### src/rtl/drm_stream_reader.sv
// drm_stream_reader: replays a (start, length) command as sequential RAM reads and delivers the words as a valid/ready stream.
// Latency: first beat RD_LATENCY+2 cycles after the command. Backpressure: reads are credit-limited by m_ready, and returns are never dropped.

// drm_fifo: small generic FIFO with a synchronous clear. Latency: one cycle from write to read.
// Backpressure: writes are ignored when full unless a pop occurs in the same cycle.
module drm_fifo #(
   parameter int W     = 9,
   parameter int DEPTH = 3,
   parameter int CW    = 3
) (
   input  logic          clk_i,
   input  logic          rst_ni,
   input  logic          clr_i,
   input  logic          wr_vld_i,
   input  logic [W-1:0]  wr_dat_i,
   output logic          rd_vld_o,
   output logic [W-1:0]  rd_dat_o,
   input  logic          rd_rdy_i,
   output logic [CW-1:0] count_o
);
   localparam int PW = (DEPTH > 1) ? $clog2(DEPTH) : 1;

   logic [W-1:0]  mem_q [2**PW];
   logic [PW-1:0] wr_ptr_q, rd_ptr_q;
   logic [CW-1:0] count_q;
   logic          wr, rd;

   assign rd = rd_rdy_i && (count_q != '0);
   assign wr = wr_vld_i && ((count_q != CW'(DEPTH)) || rd);

   function automatic logic [PW-1:0] nxt(input logic [PW-1:0] p);
      return (p == PW'(DEPTH - 1)) ? '0 : p + 1'b1;
   endfunction

   always_ff @(posedge clk_i or negedge rst_ni) begin
      if (!rst_ni) begin
         wr_ptr_q <= '0;
         rd_ptr_q <= '0;
         count_q  <= '0;
         for (int k = 0; k < 2**PW; k++) mem_q[k] <= '0;
      end else if (clr_i) begin
         wr_ptr_q <= '0;
         rd_ptr_q <= '0;
         count_q  <= '0;
      end else begin
         if (wr) begin
            mem_q[wr_ptr_q] <= wr_dat_i;
            wr_ptr_q        <= nxt(wr_ptr_q);
         end
         if (rd) rd_ptr_q <= nxt(rd_ptr_q);
         count_q <= count_q + CW'(wr) - CW'(rd);
      end
   end

   assign rd_vld_o = (count_q != '0);
   assign rd_dat_o = mem_q[rd_ptr_q];
   assign count_o  = count_q;
endmodule

module drm_stream_reader #(
   parameter int ADDR_WIDTH = 7,
   parameter int DATA_WIDTH = 8,
   parameter int RD_LATENCY = 1
) (
   input  logic                  rd_clk,
   input  logic                  rd_rst_n,
   input  logic                  cmd_valid,
   output logic                  cmd_ready,
   input  logic [ADDR_WIDTH-1:0] cmd_addr,
   input  logic [ADDR_WIDTH:0]   cmd_len,
   input  logic                  flush,
   output logic                  ram_rd_en,
   output logic [ADDR_WIDTH-1:0] ram_rd_addr,
   input  logic [DATA_WIDTH-1:0] ram_rd_data,
   output logic                  m_valid,
   input  logic                  m_ready,
   output logic [DATA_WIDTH-1:0] m_data,
   output logic                  m_last,
   output logic                  done,
   output logic                  busy
);
   localparam int FIFO_DEPTH = RD_LATENCY + 2;
   localparam int CW = $clog2(FIFO_DEPTH + 1) + 1;
   localparam int LW = ADDR_WIDTH + 1;
   localparam logic [LW-1:0] MAX_LEN = LW'(1) << ADDR_WIDTH;

   typedef enum logic [1:0] {IDLE, READ, FIN} state_t;

   state_t                state_q, state_d;
   logic                  cmd_ready_q;
   logic [ADDR_WIDTH-1:0] addr_q, addr_d, rd_addr_q, rd_addr_d;
   logic [LW-1:0]         len_q, len_d, issued_q, issued_d, cmd_len_sat;
   logic                  rd_en_q, rd_en_d, rd_last_q, rd_last_d;
   logic [RD_LATENCY-1:0] ret_vld_q, ret_last_q;
   logic [CW-1:0]         fifo_count, inflight;
   logic                  fifo_vld, pop, credit_ok;
   logic [DATA_WIDTH:0]   fifo_head;

   assign cmd_len_sat = (cmd_len > MAX_LEN) ? MAX_LEN : cmd_len;
   assign pop         = fifo_vld && m_ready;

   // Every read not yet popped holds a FIFO slot; a pop this cycle frees one in time for the new read.
   always_comb begin
      inflight = CW'(rd_en_q);
      for (int k = 0; k < RD_LATENCY; k++) inflight = inflight + CW'(ret_vld_q[k]);
   end
   assign credit_ok = (fifo_count + inflight - CW'(pop)) < CW'(FIFO_DEPTH);

   always_comb begin
      state_d   = state_q;
      addr_d    = addr_q;
      len_d     = len_q;
      issued_d  = issued_q;
      rd_en_d   = 1'b0;
      rd_last_d = 1'b0;
      rd_addr_d = rd_addr_q;
      if (flush) begin
         state_d = IDLE;
      end else begin
         case (state_q)
            IDLE: if (cmd_valid && cmd_ready_q) begin
               len_d    = cmd_len_sat;
               addr_d   = cmd_addr;
               issued_d = '0;
               state_d  = (cmd_len_sat == '0) ? FIN : READ;
            end
            READ:    if (pop && fifo_head[DATA_WIDTH]) state_d = FIN;
            FIN:     state_d = IDLE;
            default: state_d = IDLE;
         endcase
         // Evaluated on next-state values so the first read leaves on the handshake edge.
         if (state_d == READ && issued_d < len_d && credit_ok) begin
            rd_en_d   = 1'b1;
            rd_addr_d = addr_d;
            rd_last_d = (issued_d == len_d - LW'(1));
            addr_d    = addr_d + 1'b1;
            issued_d  = issued_d + LW'(1);
         end
      end
   end

   always_ff @(posedge rd_clk or negedge rd_rst_n) begin
      if (!rd_rst_n) begin
         state_q     <= IDLE;
         cmd_ready_q <= 1'b0;
         addr_q      <= '0;
         len_q       <= '0;
         issued_q    <= '0;
         rd_en_q     <= 1'b0;
         rd_last_q   <= 1'b0;
         rd_addr_q   <= '0;
         ret_vld_q   <= '0;
         ret_last_q  <= '0;
      end else begin
         state_q     <= state_d;
         cmd_ready_q <= (state_d == IDLE);
         addr_q      <= addr_d;
         len_q       <= len_d;
         issued_q    <= issued_d;
         rd_en_q     <= rd_en_d;
         rd_last_q   <= rd_last_d;
         rd_addr_q   <= rd_addr_d;
         ret_vld_q[0]  <= rd_en_q && !flush;
         ret_last_q[0] <= rd_last_q;
         for (int k = 1; k < RD_LATENCY; k++) begin
            ret_vld_q[k]  <= ret_vld_q[k-1] && !flush;
            ret_last_q[k] <= ret_last_q[k-1];
         end
      end
   end

   drm_fifo #(.W(DATA_WIDTH + 1), .DEPTH(FIFO_DEPTH), .CW(CW)) u_fifo (
      .clk_i    (rd_clk),
      .rst_ni   (rd_rst_n),
      .clr_i    (flush),
      .wr_vld_i (ret_vld_q[RD_LATENCY-1]),
      .wr_dat_i ({ret_last_q[RD_LATENCY-1], ram_rd_data}),
      .rd_vld_o (fifo_vld),
      .rd_dat_o (fifo_head),
      .rd_rdy_i (m_ready),
      .count_o  (fifo_count)
   );

   assign cmd_ready   = cmd_ready_q;
   assign busy        = (state_q != IDLE);
   assign done        = (state_q == FIN);
   assign ram_rd_en   = rd_en_q;
   assign ram_rd_addr = rd_addr_q;
   assign m_valid     = fifo_vld;
   assign m_data      = fifo_head[DATA_WIDTH-1:0];
   assign m_last      = fifo_head[DATA_WIDTH];
endmodule

### config.mk
export PLATFORM = sky130hd
export DESIGN_NAME = drm_stream_reader
export DESIGN_NICKNAME = d
export VERILOG_FILES = /design/src/rtl/drm_stream_reader.sv
export SDC_FILE = /design/constraint.sdc
export NUM_CORES = 1
export LEC_CHECK = 0
export CORE_UTILIZATION = 40
export DETAILED_ROUTE_END_ITERATION = 10
export PLACE_DENSITY_LB_ADDON = 0.08
export SLEW_MARGIN = 5
export SYNTH_ARGS = -nofsm -noshare
export SYNTH_HDL_FRONTEND = slang
export SYNTH_SLANG_ARGS = --single-unit
### constraint.sdc
create_clock -name rd_clk -period 5.8 [get_ports rd_clk]
set_input_delay 0.87 -clock rd_clk [delete_from_list [all_inputs] [get_ports rd_clk]]
set_output_delay 0.87 -clock rd_clk [all_outputs]
set_load 0.02 [all_outputs]
==> flow_metrics.tcl <==
set metrics [dict create \
    ys_ff_latch 80 \
    ys_types 61 \
    clock_path_buffers 2 \
    drt-pass1-iter-count 4 \
    grt_pass1_wl_um 17310 \
    diodes 0 \
    synth_top_cell_by_area "dfrtp_1" \
    crit_type "in -> reg" \
    r2r_start "u_fifo.count_o[1]$_DFF_PN0_" \
    die_w_um 108.8 \
    wl_um 10460 \
    holdWs_ps 374.5 \
    placedInstanceArea_mm2 0.005197 \
    tns_ps 0 \
    postLayoutCellArea_mm2 0.005509 \
    fin_nets 519 \
    max_cap_violations 0 \
    wl_per_cell_um 16.93 \
    drive_gt1_share_pct 17.15 \
    synth-adder-area-share_pct 5.155 \
    syn-instance-count 429 \
    clock_latency_ps 340 \
    finClkSkew_ps 4.622 \
    root_buffer "clkbuf_16" \
    place.gp.congestion 0.7997 \
    vdd_drop_max_mv 0.2830 \
    final_cell_mix "dfrtp_1, clkdlybuf4s50_1, nand2_1, mux2_2, nor2_1" \
    async_flop_share_pct 100.0 \
    worst_slack_ps 1820 \
    cts_hold_buf 0 \
    area_delta_synth_final_pct 20.73 \
    synth_nets 474 \
    status "finished, final reports clean" \
    synthSimpleGateAreaFrac_pct 18.12 \
    die_area_mm2 0.01184 \
    slew_headroom_pct 31.60 \
    cts_resized 0 \
    grt.overflow.total 0 \
    worstHoldStart "rd_last_q$_DFF_PN0_" \
    internal-power_uw 1466 \
    end_kind "flop" \
    dp.final_hpwl_um 7282 \
    final_antenna_net_count 0 \
    cts_tree "built" \
    die_h_um 108.8 \
    grt_max_degree 81 \
    syn_area_per_cell_um2 10.64 \
    r2r_cells 12 \
    required_ps 6020 \
    cts.clk_slew.worst_paths_ps 60 \
    p_per_area_mw_per_mm2 411.4 \
    setup_viol 0 \
    pwr-share-clk_pct 26.6 \
    power_switching_share_pct 35.31 \
    rsz0062_at_grt "false" \
    cp-start-kind "primary input" \
    synthXorXnorAreaFrac_pct 4.607 \
    ys_warn_count 0 \
    synth-edff-count 0 \
    core.rowCount 38 \
    drv_slew 0 \
    vias 3387 \
    synth_top_area_share_pct 43.87 \
    drtIter0Drc 176 \
    synth-main-ff-cell "dfrtp_1" \
    cts.htree.levels 3 \
    yosys-top-cells-area "dfrtp_1, mux2_2, mux4_2, ha_1, nand2_1" \
    grt_pass1_vias 3382 \
    place_ws_ps 1467 \
    finalHoldViolCount 0 \
    syn-cell-area_mm2 0.004563 \
    fin_crit_sh_pct 68.61 \
    clock_sinks 80 \
    final_common_cell "dfrtp_1" \
    power_frac_seq_pct 34.8 \
    drc 0 \
    hold_class "reg -> reg" \
    grt.total_usage_pct 19.46 \
    crit_start "m_ready" \
    synth_compound_area_share_pct 9.953 \
    cp_max_fo 5 \
    core_area_mm2 0.01098 \
    holdPathStages 0 \
    via_per_inst 5.481 \
    leakagePower_uw 0.002437 \
    initial_core_util_pct 41.55 \
    synth_top_family_by_area "simple AND/OR/NAND/NOR gates" \
    p_sw_uw 800.3 \
    max_clock_freq_mhz 251.3 \
    tightest_slew_ps 1026 \
    portBuffers 48 \
    post-route-min-period_ps 3980 \
    seq_area_frac_synth_pct 43.87 \
    pin_count 49 \
    post-cts-setup-buffers 0 \
    ff2ff_setup_slack_ps 2030 \
    nFillCells 1052 \
    arrival_ps 4200 \
    muxShareOfSynthArea_pct 15.30 \
    antenna_found_initial 0 \
    power_frac_comb_pct 38.7 \
    numCtsBuffers 9 \
]
==> worst max-delay path, stage by stage <==
cell,delay [ps]
clkdlybuf4s50_1,520
nand2_2,80
inv_1,150
ha_1,260
fa_1,380
fa_1,490
nor2_1,50
a211oi_1,320
nand3_1,170
or3_1,420
xnor2_1,150
a221o_1,320
==> stage by stage <==
stage	util [%]	total power, µW	std cells
floorplan	-	1375	429
CTS	50.16	2300	618
global route	50.16	2426	618
detailed placement	47.32	1682	603
global placement	47.32	1663	603
finish	50.16	2266	618
==> sequential cells by signal (all words and copies together), names as in the netlist, 2 cells and up <==
name             cells
state_q              2
addr_q               7
u_fifo.count_o       3
len_q                8
u_fifo.mem_q        36
ram_rd_addr          7
issued_q             8
u_fifo.wr_ptr_q      2
u_fifo.rd_ptr_q      2
==> synthesized netlist by cell type (3+ instances only) <==
| cell type | number |
|---|---|
| o211ai_1 | 3 |
| a21o_1 | 3 |
| nand2b_1 | 9 |
| nand4_1 | 7 |
| mux4_2 | 9 |
| inv_1 | 14 |
| o21ai_0 | 22 |
| fa_1 | 3 |
| clkbuf_1 | 12 |
| or2_2 | 3 |
| or3_1 | 6 |
| buf_1 | 3 |
| nor2_1 | 25 |
| ha_1 | 14 |
| nor3_1 | 5 |
| xnor2_1 | 13 |
| mux2i_1 | 9 |
| xor2_1 | 11 |
| nor2b_1 | 4 |
| and2_1 | 7 |
| buf_2 | 4 |
| a21oi_1 | 18 |
| and3_1 | 4 |
| mux2_2 | 36 |
| dfrtp_1 | 80 |
| nand3_1 | 11 |
| nor4_1 | 11 |
| nand2_1 | 40 |
==> routing by layer <==
layer | vias up | track usage (%) | wire length [µm]
li1 | 1641 | - | -
met5 | - | 0 | 0
met4 | 0 | 6.467 | 150
met1 | 1673 | 24.88 | 4820
met2 | 61 | 32.55 | 5125
met3 | 12 | 4.363 | 366
==> worst paths after layout <==
kind                                                end
setup / recovery                  addr_q[2]$_DFFE_PN0N_
hold / removal                     ret_last_q$_DFF_PN0_
setup reg to reg                  addr_q[2]$_DFFE_PN0N_
hold reg to reg                    ret_last_q$_DFF_PN0_
max in group asynchronous          len_q[5]$_DFFE_PN0N_
min in group asynchronous  u_fifo.mem_q[16]$_DFFE_PN0P_
==> cells by family after synthesis <==
group | Yosys count
xor+xnor | 24
flops | 80
buf+inv | 35
simple gates | 150
fa+ha+maj | 17
mux | 54
compound gates | 69
==> cell type report <==
type | count | area [µm²] | area share (%)
clock buffer | 10 | 229.0 | 4.156
sequential | 80 | 2002 | 36.34
timing repair buffer | 53 | 515.5 | 9.357
clock inverter | 5 | 82.58 | 1.499
inverter | 16 | 60.06 | 1.090
multi-input combinational | 314 | 2445 | 44.38
tap | 140 | 175.2 | 3.180
==> power by group through the flow <==
stage | logic, µW | registers, µW | clock network [µW]
6_report | 876 | 788 | 602
5_1_grt | 969 | 811 | 646
4_1_cts | 888 | 791 | 621
3_5_place_dp | 883 | 799 | 0
3_3_place_gp | 868 | 796 | 0
2_1_floorplan | 590 | 785 | 0
No activity file was read; power rests on OpenSTA's default activity.
